## src/rtl/memory_arbiter_2p.sv

```systemverilog
// Two-port arbiter in front of a single registered-read memory: grant is combinational, the access issues at the grant-cycle edge, and read data returns one cycle later.
// No queueing: a losing requester holds its request; round-robin guarantees a grant within 2 cycles.
module memory_arbiter_2p #(
    parameter int WIDTH      = 8,
    parameter int ADDR_SIZE  = 10,
    parameter int FIXED_PRIO = 0
) (
    input  logic                 clk,
    input  logic                 reset_n,
    input  logic                 a_req,
    input  logic                 a_wr,
    input  logic [ADDR_SIZE-1:0] a_addr,
    input  logic [WIDTH-1:0]     a_wdata,
    output logic                 a_gnt,
    output logic                 a_rvalid,
    output logic [WIDTH-1:0]     a_rdata,
    input  logic                 b_req,
    input  logic                 b_wr,
    input  logic [ADDR_SIZE-1:0] b_addr,
    input  logic [WIDTH-1:0]     b_wdata,
    output logic                 b_gnt,
    output logic                 b_rvalid,
    output logic [WIDTH-1:0]     b_rdata,
    output logic                 mem_wen,
    output logic [ADDR_SIZE-1:0] mem_wa,
    output logic [ADDR_SIZE-1:0] mem_ra,
    output logic [WIDTH-1:0]     mem_din,
    input  logic [WIDTH-1:0]     mem_dout
);

    localparam logic W_FIXED = (FIXED_PRIO != 0);

    logic                 w_a_gnt;
    logic                 w_b_gnt;
    logic                 w_a_rvalid;
    logic                 w_b_rvalid;
    logic [ADDR_SIZE-1:0] w_addr;
    logic [WIDTH-1:0]     w_din;

    logic                 r_last_b;
    logic                 r_rd_pend;
    logic                 r_rd_port;
    logic [WIDTH-1:0]     r_a_rdata;
    logic [WIDTH-1:0]     r_b_rdata;

    // A wins a tie under fixed priority, or when B was the last port served.
    assign w_a_gnt = reset_n & a_req & (~b_req | W_FIXED | r_last_b);
    assign w_b_gnt = reset_n & b_req & ~w_a_gnt;

    always_comb begin
        w_addr = '0;
        w_din  = '0;
        if (w_a_gnt) begin
            w_addr = a_addr;
            w_din  = a_wdata;
        end else if (w_b_gnt) begin
            w_addr = b_addr;
            w_din  = b_wdata;
        end
    end

    assign a_gnt   = w_a_gnt;
    assign b_gnt   = w_b_gnt;
    assign mem_wen = (w_a_gnt & a_wr) | (w_b_gnt & b_wr);
    assign mem_wa  = w_addr;
    assign mem_ra  = w_addr;
    assign mem_din = w_din;

    assign w_a_rvalid = r_rd_pend & ~r_rd_port;
    assign w_b_rvalid = r_rd_pend &  r_rd_port;

    always_ff @(posedge clk or negedge reset_n) begin
        if (!reset_n) begin
            r_last_b  <= 1'b1;
            r_rd_pend <= 1'b0;
            r_rd_port <= 1'b0;
            r_a_rdata <= '0;
            r_b_rdata <= '0;
        end else begin
            if (w_a_gnt)
                r_last_b <= 1'b0;
            else if (w_b_gnt)
                r_last_b <= 1'b1;
            r_rd_pend <= (w_a_gnt & ~a_wr) | (w_b_gnt & ~b_wr);
            r_rd_port <= w_b_gnt;
            // Capture the returned word so rdata holds once rvalid drops.
            if (w_a_rvalid)
                r_a_rdata <= mem_dout;
            if (w_b_rvalid)
                r_b_rdata <= mem_dout;
        end
    end

    assign a_rvalid = w_a_rvalid;
    assign b_rvalid = w_b_rvalid;
    assign a_rdata  = w_a_rvalid ? mem_dout : r_a_rdata;
    assign b_rdata  = w_b_rvalid ? mem_dout : r_b_rdata;

endmodule
```

## config.mk

```make
export PLATFORM = sky130hd
export DESIGN_NAME = memory_arbiter_2p
export DESIGN_NICKNAME = d
export VERILOG_FILES = /design/src/rtl/memory_arbiter_2p.sv
export SDC_FILE = /design/constraint.sdc
export NUM_CORES = 1
export LEC_CHECK = 0
export CAP_MARGIN = 20
export CORE_ASPECT_RATIO = 0.8
export CORE_MARGIN = 4
export CORE_UTILIZATION = 33
export CTS_CLUSTER_DIAMETER = 200
export DETAILED_ROUTE_END_ITERATION = 16
export PLACE_DENSITY = 0.77
export SYNTH_ARGS = -nofsm -noshare
export SYNTH_HDL_FRONTEND = slang
export SYNTH_SLANG_ARGS = --single-unit
```

## constraint.sdc

```tcl
create_clock -name clk -period 1.9 [get_ports clk]
set_clock_uncertainty 0.15 [all_clocks]
set_input_delay 0.285 -clock clk [delete_from_list [all_inputs] [get_ports clk]]
set_output_delay 0.285 -clock clk [all_outputs]
set_load 0.01 [all_outputs]
```

==> run summary, run 1 <==
status = finished with violations
failing checks = negative setup slack
WL per Instance = 17.5 um
initial antenna violation count = 0
final core occ = 77.8%
worst path required time = 1.46 ns
gpl congestion = 0.750
Remaining DRCs = 0
Hold Vio Cnt, Final = 0
grt total ovfl = 0
Clock transition at path regs = 0.07 ns
CTS tree = done
first-pass GRT wire length = 7870 um
Final Max Tran Viols = 0
CTS sink cnt = 19
# diodes = 0
initial core utilization = 35.4%
sum of negative setup slack = -1.57 ns
Die W = 77.2 um
vias in the first global route = 1634
HP Class = primary input to async pin
worst vdd ir = 0.469 mV
sequential share of the synthesized area = 37.7%
non-filler instance count after layout = 298
flops & latches, synth = 19
count of input and output buffers = 98
Max Cap Viol = 0
Ys Warns = 0
Setup violations, final = 26
leakage power = 1.31 nW
vias after detailed routing = 1477
share of cells above drive strength 1 = 53.9%
Commonest cells post-synth = nand2_1 (39), dfrtp_1 (18), o32ai_1 (18), buf_4 (13)
fin crit share = 105%
io pins = 99
Pwr Total = 1.96 mW
top-count cell post-synth = nand2_1
synthesized instance count = 128
gr usage total = 19.8%
Crit. End Element = primary output
top_reg_cell synth = dfrtp_1
post-synth top area cell = dfrtp_1
Via-to-Cell Ratio = 4.96
core area = 3570 sq um
synthesized cell area = 1260 sq um
syn nets = 178
FMAX = 500 MHz
final layout net count = 307
area delta synth->final = 120%
largest net degree at the start of global routing = 27
Row Count = 19
CTS root buf = clkbuf_8
power per cell area = 705 nW/um^2
RSZ-0062 raised after global routing = yes
Tmin final = 2.00 ns
Synth area leaders = dfrtp_1 (36%), o32ai_1 (12%), nand2_1 (12%), mux2_4 (9.5%), buf_4 (7.7%)
DRT iter0 DRCs = 82
EDFF count, synth = 0
critical path startpoint category = register
fill count = 225
CTS Buf Count = 3
insertion delay of the later-clocked pin in the worst-skew pair = 0.25 ns
Netlist cell types = 18
Final ANT Viol Nets = 0
Final HPWL DP = 3130 um
worst setup margin = -0.101 ns
Setup CP Type = register to primary output
DRT Wirelength = 5210 um
CTS H-tree depth = 1
drt pass-1 iters = 5
die height = 63.4 um
syn_area_per_cell = 9.87 sq um
die area = 4890 sq um
Slew @ Worst Pin = 0.372 ns
Max Buffers Root-to-Sink = 2
reg-to-reg slack, setup = 0.36 ns
Slew HR = 75.1%
Yosys top cell area share = 35.6%
Cells after DPL = 259
Worst Path Max Fanout = 10
Async S/R FF share, synth = 100%
Worst EP arrival = 1.57 ns
pre-CTS setup slack = -0.811 ns
-- cells in the final DEF, fill, tap and decap left out, types with 2 or more instances in the layout --
master	instances
o32ai_2	12
inv_1	3
dfrtp_2	2
nand2_4	2
mux2_2	4
nor2_1	2
dfrtp_1	16
buf_6	27
mux2_4	12
dlygate4sd2_1	4
buf_4	21
a21bo_4	3
nand2b_1	2
nor2b_4	3
clkdlybuf4s50_1	46
dlygate4sd3_1	2
o32ai_4	7
buf_2	32
clkbuf_8	3
nand2_1	39
buf_12	5
clkbuf_2	3
-- final cells by class --
type / instances / area [sq um] / area share (%)
well taps: 42 / 52.6 / 1.89
clock buffers: 4 / 45.0 / 1.62
multi-input cells: 88 / 910 / 32.8
inverters: 3 / 11.3 / 0.406
flip-flops and latches: 19 / 479 / 17.3
repair buffers: 142 / 1280 / 46.0
-- flip-flops by register name (all words and copies together), names as in the netlist --
name and flops:
r_last_b 1, r_rd_port 1, r_b_rdata 8, r_a_rdata 8, r_rd_pend 1
-- routing by layer --
layer | wire length, um | vias up | global-route usage, %
met3 | 319 | 4 | 4.84
li1 | - | 702 | -
met5 | 0 | - | 0
met4 | 27 | 0 | 4.67
met1 | 2080 | 707 | 23.3
met2 | 2780 | 64 | 35.9
-- power by group --
group / switching [mW] / leakage (nW) / internal (mW) / total, mW
clock network: 0.126 / 0.0228 / 0.149 / 0.275
logic: 0.452 / 1.06 / 0.659 / 1.11
registers: 0.0472 / 0.222 / 0.522 / 0.570
-- through the flow --
step	hold WS (ns)	instance area, sq um
finish	0.0245	2780
global route	0.0412	2780
CTS	0.00314	2670
detailed placement	0.143	2270
global placement	0.149	2270
floorplan	-0.161	1260
-- final timing paths --
check / start / end / depth (start not counted)
max: r_last_b / mem_ra[7] / 5
min: reset_n / r_a_rdata[5] / 3
max reg2reg: r_last_b / r_rd_pend / 5
min reg2reg: r_b_rdata[6] / r_b_rdata[6] / 1
max in group asynchronous: reset_n / r_a_rdata[4] / 3
min in group clk: r_b_rdata[6] / r_b_rdata[6] / 1
-- repair_timing --
item | 4_1_cts | 5_1_grt
pin swaps | 15 | 7
hold endpoints to repair | 15 | 0
resized for setup | 249 | 17
setup endpoints to repair | 49 | 45
cloned | 4 | 0
setup buffers | 20 | 10
hold buffers | 2 | 0
-- worst max-delay path, stage by stage, from the launching register on --
cell     delay (ns)
dfstp_2        0.59
buf_4          0.13
buf_6          0.09
nor2b_4        0.07
o32ai_2        0.24
buf_2          0.19
-- cell families after synthesis --
| logic type | share of synthesized area [%] |
|---|---|
| flip-flops | 37.7 |
| buffers and inverters | 13.7 |
| AO/OA/AOI/OAI | 16.5 |
| AND/OR/NAND/NOR | 15.4 |
| multiplexers | 16.6 |
(Power assumes the default switching activity.)
==> run 2, diff against run 1 <==
Settings changed: MAX_ROUTING_LAYER set to met4.
==> run summary, run 2 (synthesis results as in run 1) <==
status = finished with violations
failing checks = negative setup slack
fin crit share = 106%
CP cell instances = buf_4, buf_6, nor2b_4, o32ai_2, buf_2
vias after detailed routing = 1497
gr usage total = 20.3%
die height = 63.4 um
RSZ-0062 raised after global routing = yes
WL per Instance = 17.5 um
critical path's largest stage delay = 0.59 ns
R2R cell count = 5
Placed Area = 2270 sq um
worst vdd ir = 0.470 mV
non-filler instance count after layout = 298
Worst Path Max Fanout = 10
CP startpoint = r_last_b
area delta synth->final = 120%
final core occ = 77.8%
# diodes = 0
Final HPWL DP = 3130 um
reg-to-reg slack, setup = 0.35 ns
DRT iter0 DRCs = 71
die area = 4890 sq um
Worst EP arrival = 1.58 ns
DRT Wirelength = 5220 um
Cells after DPL = 259
initial core utilization = 35.4%
Die W = 77.2 um
FMAX = 497 MHz
Setup violations, final = 26
Crit. End Element = primary output
io pins = 99
Clock transition at path regs = 0.07 ns
final layout net count = 307
Hold Vio Cnt, Final = 0
CTS root buf = clkbuf_8
largest net degree at the start of global routing = 27
sum of negative setup slack = -1.66 ns
Worst R2R Start = r_last_b
post-route cell area = 2780 sq um
Slew @ Worst Pin = 0.383 ns
Slew HR = 74.4%
gpl congestion = 0.760
vias in the first global route = 1635
CTS sink cnt = 19
commonest non-fill, non-tap cell in the layout = clkdlybuf4s50_1
pre-CTS setup slack = -0.811 ns
largest registers = r_a_rdata x8, r_b_rdata x8
Setup CP Type = register to primary output
Remaining DRCs = 0
HP Class = primary input to async pin
share of cells above drive strength 1 = 53.9%
leakage power = 1.31 nW
R2R Path End = r_rd_pend
power per cell area = 706 nW/um^2
grt total ovfl = 0
CTS H-tree depth = 1
Max Cap Viol = 0
CTS tree = done
critical path startpoint category = register
Max Buffers Root-to-Sink = 2
worst path required time = 1.46 ns
Fin Hold WS = 0.0220 ns
Final Max Tran Viols = 0
count of input and output buffers = 98
Tmin final = 2.01 ns
first-pass GRT wire length = 7850 um
worst setup margin = -0.110 ns
Row Count = 19
core area = 3570 sq um
Final ANT Viol Nets = 0
Pwr Total = 1.96 mW
Via-to-Cell Ratio = 5.02
insertion delay of the later-clocked pin in the worst-skew pair = 0.25 ns
most frequent cells in the layout = clkdlybuf4s50_1 (46), nand2_1 (39), buf_2 (32)
initial antenna violation count = 0
drt pass-1 iters = 4
CTS Buf Count = 3
Slowest-stage cell, CP = dfstp_2
## run 2: worst max path at each step
stage,end,slack (ns)
3_3_place_gp,mem_din[5],-0.76
5_1_grt,mem_ra[7],-0.16
6_report,mem_ra[7],-0.11
4_1_cts,a_rdata[5],-0.11
2_1_floorplan,mem_wa[7],0.09
3_5_place_dp,mem_din[5],-0.81
## run 2: cell type report
cell class / count / area, sq um
Clock buffer: 4 / 45.0
Fill cell: 225 / 791
Inverter: 3 / 11.3
Multi-Input combinational cell: 88 / 910
Sequential cell: 19 / 479
Tap cell: 42 / 52.6
Timing Repair Buffer: 142 / 1280
## run 2: worst max-delay path, delay by kind of cell, from the launching register on
kind / cells / cell delay (ns)
compound gates: 1 / 0.25
simple gates: 1 / 0.07
flops: 1 / 0.59
buf+inv: 3 / 0.41
## run 2: power by group
group / internal, mW / leakage, nW / switching, mW
logic: 0.659 / 1.06 / 0.454
clock network: 0.149 / 0.0228 / 0.128
registers: 0.522 / 0.222 / 0.0485
total: 1.33 / 1.31 / 0.630
## run 2: routing by layer
metal,routed length (um),vias to the layer above,part of all wire (%),GRT usage [%]
met5,0,-,0,-
met4,29,0,0.56,4.67
met3,301,4,5.8,3.99
met2,2760,68,53,35.9
met1,2140,722,41,23.8
li1,-,703,-,-
## run 2: what timing repair did
item / in CTS / in global routing
gates resized for setup: 249 / 17
hold buffers: 2 / 0
setup endpoints to repair: 49 / 45
pin swaps: 15 / 7
setup buffers: 20 / 10
hold endpoints to repair: 15 / 0
cloned: 4 / 0
==> run 3, diff against run 2 <==
Settings changed: RECOVER_POWER set to 100.
==> run summary, run 3 (synthesis results as in run 1) <==
Top delay family on crit path = flip-flops
io pins = 99
vias in the first global route = 1635
HP Class = primary input to async pin
Setup violations, final = 32
largest registers = r_a_rdata x8, r_b_rdata x8
Crit. End Element = primary output
R2R cell count = 5
power per cell area = 711 nW/um^2
Final HPWL DP = 3130 um
Slew @ Worst Pin = 0.765 ns
sequential cell area = 478 sq um
final layout net count = 307
leakage power = 1.28 nW
grt total ovfl = 0
Clock transition at path regs = 0.07 ns
Via-to-Cell Ratio = 5.04
vias after detailed routing = 1502
Die W = 77.2 um
Setup CP Type = register to primary output
RSZ-0062 raised after global routing = yes
# diodes = 0
Hold Vio Cnt, Final = 0
count of input and output buffers = 98
Final Max Tran Viols = 0
fin crit share = 106%
CP bufs+invs = 3
DRT iter0 DRCs = 56
WL per Instance = 17.4 um
failing checks = negative setup slack
Tmin final = 2.01 ns
critical path startpoint category = register
R2R Path End = r_rd_pend
CTS root buf = clkbuf_8
initial antenna violation count = 0
worst setup margin = -0.113 ns
initial core utilization = 35.4%
post-route cell area = 2740 sq um
non-filler instance count after layout = 298
Pwr Total = 1.95 mW
most frequent cells in the layout = clkdlybuf4s50_1 (46), nand2_1 (40), buf_2 (31)
Slew HR = 49.0%
Final ANT Viol Nets = 0
Worst Path Max Fanout = 10
Placed Area = 2270 sq um
worst vdd ir = 0.470 mV
CTS H-tree depth = 1
Crit path depth = 5
Row Count = 19
CP cell instances = buf_4, buf_6, nor2b_4, o32ai_2, buf_2
CTS tree = done
first-pass GRT wire length = 7850 um
worst path required time = 1.46 ns
Max Cap Viol = 0
DRT Wirelength = 5200 um
Cells after DPL = 259
gpl congestion = 0.760
reg-to-reg slack, setup = 0.36 ns
Slowest-stage cell, CP = dfstp_2
Remaining DRCs = 0
die area = 4890 sq um
gr usage total = 20.3%
commonest non-fill, non-tap cell in the layout = clkdlybuf4s50_1
multi-input logic area = 902 sq um
Max Buffers Root-to-Sink = 2
critical path's largest stage delay = 0.59 ns
largest net degree at the start of global routing = 27
Worst R2R Start = r_last_b
status = finished with violations
FMAX = 497 MHz
CTS Buf Count = 3
share of cells above drive strength 1 = 51.2%
die height = 63.4 um
Worst EP arrival = 1.58 ns
area delta synth->final = 117%
core area = 3570 sq um
drt pass-1 iters = 4
fill count = 237
CTS sink cnt = 19
insertion delay of the later-clocked pin in the worst-skew pair = 0.25 ns
## run 3: cell types whose count changed in the layout (fill, tap and decap cells not counted), sizes merged
cell,previous run,this run
buf,86,80
clkbuf,7,13
## run 3: worst max path at each step
stage / slack [ns] / endpoint / from
2_1_floorplan: 0.09 / mem_wa[7] / r_last_b
3_3_place_gp: -0.76 / mem_din[5] / b_req
3_5_place_dp: -0.81 / mem_din[5] / b_req
4_1_cts: -0.11 / a_rdata[5] / r_rd_pend
5_1_grt: -0.16 / mem_ra[7] / r_last_b
6_report: -0.11 / mem_ra[7] / r_last_b
## run 3: tightest hold or removal path, delay by kind of cell
| family | cells | cell delay, ns |
|---|---|---|
| buf+inv | 3 | 0.70 |
## run 3: where the power goes
group | internal [mW] | switching (mW)
combinational | 0.653 | 0.452
sequential | 0.522 | 0.0469
clock | 0.149 | 0.128
total | 1.32 | 0.627
## run 3: what timing repair did
item	4_1_cts	5_1_grt
setup buffers	20	10
pin swaps	15	7
hold buffers	2	0
setup endpoints to repair	49	45
endpoints found under the hold margin	15	0
resized for setup	249	17
cloned	4	0
## run 3: layout make-up
class	instances	share of cell area, %
clock buffers	4	1.64
repair buffers	142	45.7
flip-flops and latches	19	17.4
multi-input cells	88	32.9
inverters	3	0.411
well taps	42	1.92
## run 3: stage by stage
stage | setup slack (ns) | util (%) | TNS, ns | hold WS, ns
final | -0.113 | 76.9 | -1.85 | 0.187
after global routing | -0.161 | 76.9 | -4.29 | 0.237
after CTS | -0.106 | 75.0 | -1.69 | 0.00314
after detailed placement | -0.811 | 63.5 | -23.05 | 0.143
after global placement | -0.755 | 63.5 | -20.76 | 0.149
after floorplan | 0.0865 | - | 0 | -0.161
## run 3: per-layer routing
layer	up-vias	wire [um]	GRT usage, %
met2	64	2760	35.9
met1	727	2140	23.8
li1	705	-	-
met3	6	262	3.99
met5	-	0	-
met4	0	36	4.67
